[src/rtl/axis_stereo_unpack.sv]
// axis_stereo_unpack: assembles a serial stream of L/R sample beats into
// aligned stereo pairs. A missing left (orphan right) or a repeated left
// counts as one alignment error. The block then resynchronises to the next
// left beat, and a repeated left keeps the newest value.
module axis_stereo_unpack #(
  parameter int width_p     = 24,
  parameter int err_width_p = 8
) (
  input  logic                   clk_i,
  input  logic                   reset_i,
  input  logic [width_p-1:0]     data_i,
  input  logic                   last_i,
  input  logic                   valid_i,
  output logic                   ready_o,
  output logic [width_p-1:0]     data_left_o,
  output logic [width_p-1:0]     data_right_o,
  output logic                   valid_o,
  input  logic                   ready_i,
  output logic                   err_o,
  output logic [err_width_p-1:0] err_count_o
);

  typedef enum logic [1:0] {
    WAIT_L = 2'd0,
    WAIT_R = 2'd1,
    FULL   = 2'd2
  } state_t;

  typedef struct packed {
    logic [width_p-1:0] left;
    logic [width_p-1:0] right;
  } pair_t;

  localparam logic [err_width_p-1:0] ERR_MAX = '1;

  state_t             state, state_nxt;
  logic               accept;
  logic               load_left;
  logic               load_pair;
  logic               err_evt;
  logic [width_p-1:0] left_hold;
  pair_t              pair;

  // Handshake flags come straight from the state register, so ready_o has
  // no combinational path from ready_i.
  assign ready_o      = (state != FULL);
  assign valid_o      = (state == FULL);
  assign accept       = valid_i & ready_o;
  assign data_left_o  = pair.left;
  assign data_right_o = pair.right;

  // Next-state and datapath strobes; an error never moves the FSM forward.
  always_comb begin
    state_nxt = state;
    load_left = 1'b0;
    load_pair = 1'b0;
    err_evt   = 1'b0;
    case (state)
      WAIT_L: begin
        if (accept) begin
          if (last_i) begin
            err_evt = 1'b1;              // orphan right: drop it
          end else begin
            load_left = 1'b1;
            state_nxt = WAIT_R;
          end
        end
      end
      WAIT_R: begin
        if (accept) begin
          if (last_i) begin
            load_pair = 1'b1;
            state_nxt = FULL;
          end else begin
            load_left = 1'b1;            // duplicate left: newest wins
            err_evt   = 1'b1;
          end
        end
      end
      FULL: begin
        if (ready_i) state_nxt = WAIT_L;
      end
      default: state_nxt = WAIT_L;
    endcase
  end

  // State register.
  always_ff @(posedge clk_i) begin
    if (reset_i) state <= WAIT_L;
    else         state <= state_nxt;
  end

  // Left holding register and output pair. The pair only loads on entry to
  // FULL, so it stays stable for as long as the consumer stalls.
  always_ff @(posedge clk_i) begin
    if (reset_i) begin
      left_hold <= '0;
      pair      <= '0;
    end else begin
      if (load_left) left_hold <= data_i;
      if (load_pair) pair      <= '{left: left_hold, right: data_i};
    end
  end

  // Error pulse (one cycle after the offending beat) and saturating count.
  always_ff @(posedge clk_i) begin
    if (reset_i) begin
      err_o       <= 1'b0;
      err_count_o <= '0;
    end else begin
      err_o <= err_evt;
      if (err_evt && (err_count_o != ERR_MAX)) err_count_o <= err_count_o + 1'b1;
    end
  end

endmodule
[config.mk]
export PLATFORM = sky130hd
export DESIGN_NAME = axis_stereo_unpack
export DESIGN_NICKNAME = d
export VERILOG_FILES = /design/src/rtl/axis_stereo_unpack.sv
export SDC_FILE = /design/constraint.sdc
export NUM_CORES = 1
export LEC_CHECK = 0
export CAP_MARGIN = 20
export CORE_AREA = 2 2 96 98
export DETAILED_ROUTE_END_ITERATION = 8
export DIE_AREA = 0 0 98 100
export GPL_TIMING_DRIVEN = 0
export PLACE_DENSITY_LB_ADDON = 0.2
export SLEW_MARGIN = 20
export SYNTH_ARGS = -nofsm -noshare
export SYNTH_HDL_FRONTEND = slang
export SYNTH_SLANG_ARGS = --single-unit
[constraint.sdc]
create_clock -name clk_i -period 1.82 [get_ports clk_i]
set_input_delay 0.273 -clock clk_i [delete_from_list [all_inputs] [get_ports clk_i]]
set_output_delay 0.273 -clock clk_i [all_outputs]
set_load 0.1 [all_outputs]
Yosys cells after proc, flatten, opt, wreduce, memory -nomap -nowiden:

Index checks and enable logic that the tools add are counted.

* register bits: 83
* input bits: 29
* output and inout bits: 59
* logic and storage cells: 34

* add/sub/neg operators: 1
* equality and inequality tests: 9
* muxes and demuxes: 13
* bitwise operators: 1
* reduce and logical (&&, ||, !) cells: 4

Operator list (count)
* $mux 2: 5
* $ne 2x2->1 const B: 5
* $add 8x1->8 const B: 1
* $ne 8x8->1 const B: 1
* $mux 1: 6
* $pmux 2 s3: 1
* $reduce_and 5->1: 1
* $eq 2x1->1 const B: 1
* $eq 2x2->1 const B: 1
* $logic_not 2->1: 1
* $ne 2x1->1 const B: 1
* $pmux 1 s2: 1
* $reduce_or 2->1: 1
* $and 1x1->1: 1
* $logic_and 1x1->1: 1

Depth between registers and ports, before layout:

Gate-level depths: netlist of the first run.

* depth in word-level cells: 5
* gate-level depth with buffers: 6
* mapped depth without buffers: 4

Worst setup path after synthesis of the first run:

OpenSTA, ideal clock, no wires.

* kind: reg2reg
* start: reg state[0]
* end: reg state[1]
* library setup time: 0.133 ns
* arrival: 2.218 ns
* required time: 1.687 ns
* path slack: -0.530 ns
* cell stages (with the launch flop): 5
* path buffers: 0
* period minus slack after synthesis: 2.350 ns
* path through: dfxtp_1 nand2b_1 inv_1 nand2b_1 a21oi_1

* cells in the longest elaborated chain, start to end: 4
* elaborated cells between the ends (all ways): 12
* those cells by class: eq/ne: 8; mux: 1; bitwise: 1; reduce/logical: 2

RTL lines
* start, declared: RTL line 36 `state_t state, state_nxt;`
* start signal, assigned: RTL line 90 `else state <= state_nxt;`
* $ne 2x2->1 *: RTL line 46 `assign ready_o = (state != FULL);`
* via ready_o: RTL line 14 `output logic ready_o,`
* $and 1x1->1 *: RTL line 48 `assign accept = valid_i & ready_o;`
* $ne 2x2->1 (no line)
* $reduce_and 5->1 (no line) *

The timed path passes the listed nets; every way through them passes the cells marked *.
A chain may end at the register's enable or synchronous reset.

Final worst setup path of the first run:

* start: reg pair, in the netlist data_right_o[19]
* end: out data_right_o[19]

RTL lines
* start, declared: RTL line 42 `pair_t pair;`
* start signal, assigned: RTL line 101 `if (load_pair) pair <= '{left: left_hold, right: data_i};`
* end, declared: RTL line 16 `output logic [width_p-1:0] data_right_o,`

No word-level cell between the ends.

==> results of run 1 <==
## synth_stat cells
cell	instances
nand2_1	148
dfxtp_1	83
a21oi_1	75
clkbuf_1	17
buf_2	7
nand2b_1	5
nor2_1	5
nand3_1	4
and3_1	3
nor2b_1	3
a211oi_1	2
a41oi_1	2
and4_1	2
inv_1	2
mux2_2	2
mux2i_1	2
o21ai_0	2
a2111oi_0	1
and2b_1	1
buf_1	1
ha_1	1
nand3_2	1
nand4_1	1
nor3b_1	1
nor4bb_1	1
o31ai_1	1
or3_1	1
or4_1	1
xor2_2	1
## power breakdown
group          internal [mW]  total [mW]  switching (mW)  leakage [nW]
Sequential              1.86        1.89          0.0277         0.677
Combinational          0.126       0.420           0.294         0.730
Clock                  0.502        1.20           0.700        0.0783
## routing by layer
metal,track usage,up-vias,routed length [µm]
met3,0.0411,15,378
li1,-,1431,-
met5,0,-,0
met2,0.277,66,3770
met1,0.215,1256,3760
met4,0.0812,0,209
## metrics by stage
stage	hold WS [ps]	total power, mW	setup slack (ps)
finish	455	3.51	45.7
global route	473	3.67	1.61
CTS	458	3.55	0.974
detailed placement	447	2.37	-298
global placement	436	2.36	-263
floorplan	386	2.20	-57.7
## timing repair
action | CTS | global route
resized for setup | 144 | 47
pin swaps | 0 | 0
hold buffers | 0 | 0
setup endpoints to repair | 59 | 92
setup buffers | 0 | 0
## worst paths after layout
| check | to |
|---|---|
| setup / recovery | data_right_o[19] |
| hold / removal | data_right_o[3] |
| setup reg to reg | data_left_o[4] |
| hold reg to reg | data_right_o[3] |
## flip-flops by register name, summed over array words and instances (netlist names)
register	count
data_right_o	24
state	2
left_hold	24
err_count_o	8
err_o	1
data_left_o	24
## area by class of cell
class,count,area [µm²]
buffer,25,116
inverter,2,7.51
clock inverter,7,52.6
multi-input combinational,266,1240
timing repair buffer,87,728
fill,941,4810
sequential,83,1670
clock buffer,9,124
tap,111,139
## cells by family after synthesis
kind of cell	share of synthesized area
XOR/XNOR	0.00540
flip-flops	0.551
AND/OR/NAND/NOR	0.244
multiplexers	0.0141
adder cells (fa/ha/maj)	0.00415
AO/OA/AOI/OAI	0.144
buffers and inverters	0.0365
## placed cells by master, fill, tap and decap left out, types with 2 or more instances in the layout
cell type and n:
inv_1 2, clkdlybuf4s15_1 3, and4_1 2, mux2i_1 2, o21ai_0 2, clkdlybuf4s50_1 28
buf_2 6, dfxtp_1 75, dfxtp_2 8, clkbuf_4 3, clkbuf_2 37, nor2_1 5
nand2b_1 4, clkdlybuf4s15_2 22, a41oi_1 2, clkinvlp_4 4, mux2_2 2, nand2_1 148
a211oi_1 2, clkbuf_8 9, nand3_1 4, inv_6 2, nor2b_1 3, a21oi_1 75
clkbuf_1 12, and3_1 3
==> flow_summary_export.csv, run 1 <==
group,metric,value,unit
critical_path,crit_chain,"clkdlybuf4s15_1",
critical_path,cp-start-kind,"flop",
yosys,synth_seq_cells,83,
sta,rsz0062_at_grt,"false",
critical_path,worstPathArrival,1500,ps
layout,area_delta_synth_final,35.5,%
layout,n_antenna_cell,0,
outcome,outcome,"complete, no violations",
drt,drc,0,
pwr,power.density,860,nW/µm²
yosys,synth_top_cell_area_share,0.551,
placed_design,dpl.cell_count,574,
sta,timing.fmax,0.564,GHz
sta,fin_setup_tns,0,ps
sta,min_period,1770,ps
sta,relSlewSlack,0.373,
clock_tree,cts_tree,"yes",
floorplanning,core_region_area,8890,µm²
yosys,synth_area_leader_cell,"dfxtp_1",
sta,finalSetupViolations,0,
placed_design,globalplace.congestion,0.748,
yosys,seq_area_frac_synth,0.551,
clock_tree,clock_path_buffers,2,
layout,fin_util,0.459,
placed_design,place_area,4040,µm²
layout,layout.cells.non_filler,590,
clock_tree,clkLatencyLatePin,350,ps
yosys,syn_inst,376,
critical_path,crit_start,"data_right_o[19]",
floorplanning,start_util,0.339,
layout,stdcell_area,4080,µm²
critical_path,critPathRequiredTime,1550,ps
floorplanning,pin_count,88,
layout,finish.net_count,504,
sta,slew_viol_final,0,
yosys,syn_nets,406,
yosys,synth_area_leaders,"dfxtp_1 55%, nand2_1 18%, a21oi_1 12%",
sta,timing_hold_violations_final,0,
critical_path,r2r_cells,6,
clock_tree,htree_levels,3,
floorplanning,die_h,100,µm
pwr,total_leakage_power,1.49,nW
critical_path,critPathMaxStageDelay,820,ps
yosys,syn_area,3010,µm²
drt,firstDrtPassIters,4,
grt,grt_max_degree,16,
critical_path,path_depth,1,
grt,track_usage,0.171,
layout,drive_above_1_share,0.205,
sta,max_slew.worst_pin.slew,945,ps
sta,fin_crit_sh,0.975,
drt,vias_per_cell,4.69,
critical_path,setup.worst_path.end_class,"output port",
placed_design,io_buffers,87,
critical_path,crit_family,"buffers and inverters",
critical_path,cp_num_buf_inv,1,
clock_tree,clock-sinks,83,
min_path,worstHoldStart,"data_right_o[3]",
drt,drtIter0Drc,111,
pwr,ir_worst_vdd,0.357,mV
min_path,whs_path_depth,2,
floorplanning,rows,35,
grt,grt_first_pass_wirelength,13100,µm
critical_path,path_class,"reg -> out",
grt,overflow,0,
placed_design,dp_hpwl,5730,µm
clock_tree,cts_buffers,9,
grt,grt_pass1_vias,2612,
clock_tree,clockRootBuffer,"clkbuf_8",
sta,fin_skew,4.30,ps
grt,antenna_found_initial,0,
floorplanning,die-area,9800,µm²
drt,drt-wirelength-per-cell,13.8,µm
yosys,ys_warn_count,0,
run,maxCapViolations,0,
drt,totalWireLength,8110,µm
critical_path,cpMaxStageDelayCell,"clkdlybuf4s15_1",
yosys,yosysUniqueCellTypes,29,
yosys,syn_avg_cell_area,8.01,µm²
drt,drtAntennaViolNets,0,
drt,vias,2768,
min_path,hold_path_class,"reg -> reg",
critical_path,r2r-start,"state[1]",
critical_path,reg2reg_slack,180,ps
floorplanning,die_w,98,µm
critical_path,cp_max_fo,2,
clock_tree,path_clk_slew,90,ps
(Power assumes the default switching activity.)
==> inputs of run 2 (changes only) <==
GPL_ROUTABILITY_DRIVEN = 0   (was unset)
==> results of run 2 <==
No change in the layout: final DEF, timing and power equal those of run 1.
==> inputs of run 3 (changes only) <==
CTS_BUF_LIST = sky130_fd_sc_hd__clkbuf_8   (was unset)
==> results of run 3 <==
No change in the layout: final DEF, timing and power equal those of run 1.
